**src/rtl/uart_rx.sv**
```systemverilog
// 8N1 serial receiver: 2-FF synchronizer, mid-bit sampling with a counter,
// registered byteReady/frameError strobes. A frame with a bad stop bit is never delivered.
module uart_rx #(
  parameter int DELAY_FRAMES = 234,
  parameter int HALF_DELAY   = DELAY_FRAMES / 2
) (
  input  logic       clk,
  input  logic       rst,
  input  logic       uartRx,
  output logic       byteReady,
  output logic [7:0] dataOut,
  output logic       frameError,
  output logic       busy
);

  localparam int CNT_W = $clog2(DELAY_FRAMES);
  localparam logic [CNT_W-1:0] BIT_LAST  = CNT_W'(DELAY_FRAMES - 1);
  localparam logic [CNT_W-1:0] HALF_LAST = CNT_W'(HALF_DELAY - 1);

  typedef enum logic [2:0] {
    S_IDLE      = 3'd0,
    S_START     = 3'd1,
    S_DATA      = 3'd2,
    S_STOP      = 3'd3,
    S_WAIT_IDLE = 3'd4
  } state_e;

  logic             sync_q;
  logic             rx_s_q;
  state_e           state_q, state_d;
  logic [CNT_W-1:0] cnt_q, cnt_d;
  logic [2:0]       bit_idx_q, bit_idx_d;
  logic [7:0]       shift_q, shift_d;
  logic [7:0]       data_q, data_d;
  logic             byte_ready_q, byte_ready_d;
  logic             frame_error_q, frame_error_d;
  logic             busy_q, busy_d;

  // Two-stage synchronizer; idles high so reset never looks like a start edge.
  always_ff @(posedge clk or posedge rst) begin
    if (rst) begin
      sync_q <= 1'b1;
      rx_s_q <= 1'b1;
    end else begin
      sync_q <= uartRx;
      rx_s_q <= sync_q;
    end
  end

  // Framing state machine: next state, counters, shift register and strobes.
  always_comb begin
    state_d       = state_q;
    cnt_d         = cnt_q;
    bit_idx_d     = bit_idx_q;
    shift_d       = shift_q;
    data_d        = data_q;
    byte_ready_d  = 1'b0;
    frame_error_d = 1'b0;
    case (state_q)
      S_IDLE: begin
        cnt_d = '0;
        if (!rx_s_q) begin
          state_d = S_START;
        end else begin
          state_d = S_IDLE;
        end
      end
      S_START: begin
        if (cnt_q == HALF_LAST) begin
          cnt_d = '0;
          if (!rx_s_q) begin
            bit_idx_d = 3'd0;
            state_d   = S_DATA;
          end else begin
            // start bit vanished before mid-bit: treat as line noise
            state_d = S_IDLE;
          end
        end else begin
          cnt_d = cnt_q + CNT_W'(1);
        end
      end
      S_DATA: begin
        if (cnt_q == BIT_LAST) begin
          cnt_d            = '0;
          shift_d[bit_idx_q] = rx_s_q;
          if (bit_idx_q == 3'd7) begin
            state_d = S_STOP;
          end else begin
            bit_idx_d = bit_idx_q + 3'd1;
          end
        end else begin
          cnt_d = cnt_q + CNT_W'(1);
        end
      end
      S_STOP: begin
        if (cnt_q == BIT_LAST) begin
          cnt_d = '0;
          if (rx_s_q) begin
            data_d       = shift_q;
            byte_ready_d = 1'b1;
            state_d      = S_IDLE;
          end else begin
            frame_error_d = 1'b1;
            state_d       = S_WAIT_IDLE;
          end
        end else begin
          cnt_d = cnt_q + CNT_W'(1);
        end
      end
      S_WAIT_IDLE: begin
        // a held-low line (break) must not re-trigger a start until it returns high
        cnt_d = '0;
        if (rx_s_q) begin
          state_d = S_IDLE;
        end else begin
          state_d = S_WAIT_IDLE;
        end
      end
      default: begin
        cnt_d   = '0;
        state_d = S_IDLE;
      end
    endcase
    busy_d = (state_d != S_IDLE);
  end

  // State and output registers.
  always_ff @(posedge clk or posedge rst) begin
    if (rst) begin
      state_q       <= S_IDLE;
      cnt_q         <= '0;
      bit_idx_q     <= 3'd0;
      shift_q       <= 8'h00;
      data_q        <= 8'h00;
      byte_ready_q  <= 1'b0;
      frame_error_q <= 1'b0;
      busy_q        <= 1'b0;
    end else begin
      state_q       <= state_d;
      cnt_q         <= cnt_d;
      bit_idx_q     <= bit_idx_d;
      shift_q       <= shift_d;
      data_q        <= data_d;
      byte_ready_q  <= byte_ready_d;
      frame_error_q <= frame_error_d;
      busy_q        <= busy_d;
    end
  end

  assign byteReady  = byte_ready_q;
  assign frameError = frame_error_q;
  assign dataOut    = data_q;
  assign busy       = busy_q;

endmodule

```
**config.mk**
```make
export PLATFORM = sky130hd
export DESIGN_NAME = uart_rx
export DESIGN_NICKNAME = d
export VERILOG_FILES = /design/src/rtl/uart_rx.sv
export SDC_FILE = /design/constraint.sdc
export NUM_CORES = 1
export LEC_CHECK = 0
export ABC_CLOCK_PERIOD_IN_PS = 3200
export CELL_PAD_IN_SITES_DETAIL_PLACEMENT = 1
export CELL_PAD_IN_SITES_GLOBAL_PLACEMENT = 1
export CORE_ASPECT_RATIO = 0.8
export CORE_MARGIN = 2
export CORE_UTILIZATION = 39
export DETAILED_ROUTE_END_ITERATION = 7
export PLACE_DENSITY = 0.69
export SLEW_MARGIN = 20
export SYNTH_ARGS = -nofsm -noshare
export SYNTH_HDL_FRONTEND = slang
export SYNTH_SLANG_ARGS = --single-unit
```
**constraint.sdc**
```tcl
create_clock -name clk -period 3.2 [get_ports clk]
set_input_delay 0.64 -clock clk [delete_from_list [all_inputs] [get_ports clk]]
set_output_delay 0.64 -clock clk [all_outputs]
set_load 0.01 [all_outputs]
```
==> results.md <==
* WHS at 0.3595 ns
* Largest family of logic cells by synthesized area: simple AND/OR/NAND/NOR gates
* Max incr delay on CP at 0.46 ns
* Setup CP Type: flop to flop
* Post-synth top cells: 33 x dfrtp_1, 17 x mux2_2, 14 x nor2_1
* Min-delay worst type: flop to flop
* Die Ht at 62.89 um
* Max VDD drop at 0.1854 mV
* Maxcap violations at 0
* Startpoint types: flop
* Synth Cell Area at 1690 sq um
* Initial Util at 40.46%
* Vias/cell at 5.418
* Fillers at 444
* Clk sinks at 35
* H-Tree Depth at 2
* DRT iter0 DRCs at 41
* Adder-cell area share of the yosys netlist at 3.701%
* Setup Skew at 0.002455 ns
* Reg2reg start: cnt_q[1]$_DFF_PP0_
* Area contributors post-synth: dfrtp_1 49%, mux2_2 11%, ha_1 3.7%
* Syn Area/Cell at 11.42 sq um
* Dpl hpwl at 2521 um
* Area leader, netlist: dfrtp_1
* Synth async-reset ratio at 100.0%
* Routed len/inst at 16.04 um
* Worst slew margin at 49.55%
* Num rows at 21
* Hold_buf cts at 0
* Post-synthesis xor/xnor area fraction at 3.109%
* Core Region at 4178 sq um
* Global route overflow at 0
* DR pass1 iterations at 4
* Die X-Extent at 77.61 um
* Worst setup startpoint: cnt_q[1]$_DFF_PP0_
* Hold depth at 0
* Setup Viol. Count Final at 0
* Global-route usage over all layers at 16.53%
* Setup TNS Final at 0 ns
* First-pass GRT wire length at 6223 um
* GPL Wtd Cong at 0.7643
* Status: finished, final reports clean
* CP delay by family, top: simple AND/OR/NAND/NOR gates
* Routed vias at 1192
* Worst-case clock buffer depth at 2
* CTS tree: yes
* Ant. Diodes at 0
* CP required at 3.38 ns
* Syn. warnings at 0
* Pins over their slew limit at 0
* DRC viols at 0
* Peak Freq at 485.1 MHz
* Post-Syn Instances at 148
* R2R Path End: dataOut[0]$_DFFE_PP0P_
* Vias in the first global route at 1256
* Die ar. at 4880 sq um
* Post-synthesis cell type count at 39
* Worst setup path endpoint: dataOut[0]$_DFFE_PP0P_
* Initial antenna violation count at 0
* Top-Level Pins at 14
* Mux share of post-synthesis cell area at 11.92%
* Simple-gate portion of the synthesized area at 19.99%
* Period utilisation layout at 64.42%
* Num CTS Buffers at 5
* Antenna-violating nets left at 0
* Critical path arrival at 2.24 ns
* Clock transition at path regs at 0.07 ns
* Clock Latency Late Sink at 0.29 ns
* Register-to-Register Path Depth at 6
* Post_cts resized at 0
* Synth-to-layout area growth at 16.80%
* Most frequent cell after synthesis: dfrtp_1
* Synth Flop Type: dfrtp_1
* Post-CTS Repair Setup Buffers at 0
* Worst-Margin Slew at 0.7568 ns
* Mapped Nets at 156
* # nets final at 170
* Post-synth EDFFs at 0
* Critical Path, Cell by Cell: inv_1, ha_1, and4bb_4, nand3_4, nor3_4, mux2_2
* CP Depth at 6
* Seq cells post-synth at 35
* Minimum clock period at 2.061 ns
* Max Fanout on Critical Path at 13
* Layout cells sized above 1 at 20.25%
* Crit path buf inv count at 1
* Crit-path slowest cell: nor3_4
* Synth Area in Compound Gates at 5.996%
* WL final at 3529 um
* Clk root buf: clkbuf_8
* Largest net degree at the start of global routing at 36
* RSZ-0062 raised after global routing: no
* Port bufs at 13
* Hold violation total from the final report at 0
* Register area share after synthesis at 51.96%
* Leakage at 0.0008525 uW
* Pwr per Cell Area at 433.3 nW/um^2
* Top-area cell type share of the netlist area at 48.85%
* R2r setup slk at 1.14 ns
* CP Capture Type: flop
-- flip-flops by register name (all words and copies together) (netlist names) --
name        flops
sync_q          1
rx_s_q          1
frameError      1
state_q         3
dataOut         8
shift_q         8
bit_idx_q       3
byteReady       1
cnt_q           8
busy            1
-- power by group --
part,switching (uW),total (uW),leakage (uW),internal (uW)
clock,163,394,0.0000581,232
sequential,2.96,447,0.000462,445
combinational,9.77,13.5,0.000332,3.76
-- worst min-delay path by stage --
stage                     start          endpoint  slack (ns)
6_report       sync_q$_DFF_PP1_  rx_s_q$_DFF_PP1_        0.36
5_1_grt        sync_q$_DFF_PP1_  rx_s_q$_DFF_PP1_        0.37
4_1_cts        sync_q$_DFF_PP1_  rx_s_q$_DFF_PP1_        0.36
3_5_place_dp   sync_q$_DFF_PP1_  rx_s_q$_DFF_PP1_        0.35
3_3_place_gp   sync_q$_DFF_PP1_  rx_s_q$_DFF_PP1_        0.35
2_1_floorplan  sync_q$_DFF_PP1_  rx_s_q$_DFF_PP1_        0.35
-- worst reg2reg max path: cells and delay by family, from the launching register on --
| kind | cells | cell delay [ns] |
|---|---|---|
| adders and majority gates | 1 | 0.15 |
| buffers and inverters | 1 | 0.09 |
| DFF | 1 | 0.41 |
| muxes | 1 | 0.40 |
| and+or+nand+nor | 3 | 0.91 |
-- cells by family (layout without fill, tap and decap cells) --
family	count (synthesis)	after routing
multiplexers	18	18
flip-flops	35	35
buffers and inverters	12	27
XOR/XNOR	6	6
adder cells (fa/ha/maj)	5	5
AND/OR/NAND/NOR	58	58
AO/OA/AOI/OAI	14	14
-- routing by layer --
layer | global-route usage [%] | vias up | share of wire (%)
met1 | 22.11 | 620 | 47
met3 | 4.191 | 7 | 2.4
met4 | 6.696 | 0 | 1.7
li1 | - | 553 | -
met5 | 0 | - | 0
met2 | 25.65 | 12 | 49
-- per-stage QoR --
stage / total power (uW) / area [sq um] / utilization [%] / std cells / setup WS [ns]
floorplan: 463.0 / 1690 / - / 148 / 1.404
global placement: 469.6 / 1862 / 44.56 / 212 / 1.205
detailed placement: 470.1 / 1862 / 44.56 / 212 / 1.126
CTS: 869.0 / 1974 / 47.26 / 220 / 1.109
global route: 889.4 / 1974 / 47.26 / 220 / 0.9276
finish: 855.4 / 1974 / 47.26 / 220 / 1.139
-- placed cells by master, fill, tap and decap left out, drive strengths merged, types with 2 or more instances in the layout --
cell type and instances:
dfrtp 33, mux2 17, nor2 14, clkdlybuf4s50 13
nand2 10, nor3 6, nand3 6, inv 5
ha 5, clkbuf 5, xnor2 4, nor4 3
a21oi 3, nor3b 3, nand4 3, and2 2
nor2b 2, o211ai 2, o21ai 2, or4 2
a22o 2, xor2 2, dfstp 2, clkinv 2
-- cell type report --
type	instances	area, sq um	area share [%]
flip-flops and latches	35	878.3	44.49
multi-input cells	101	755.7	38.28
clock inverters	3	43.79	2.218
well taps	57	71.32	3.612
inverters	5	18.77	0.9506
clock buffers	5	68.82	3.485
repair buffers	14	137.6	6.971
Power figures use the tool's default switching activity.
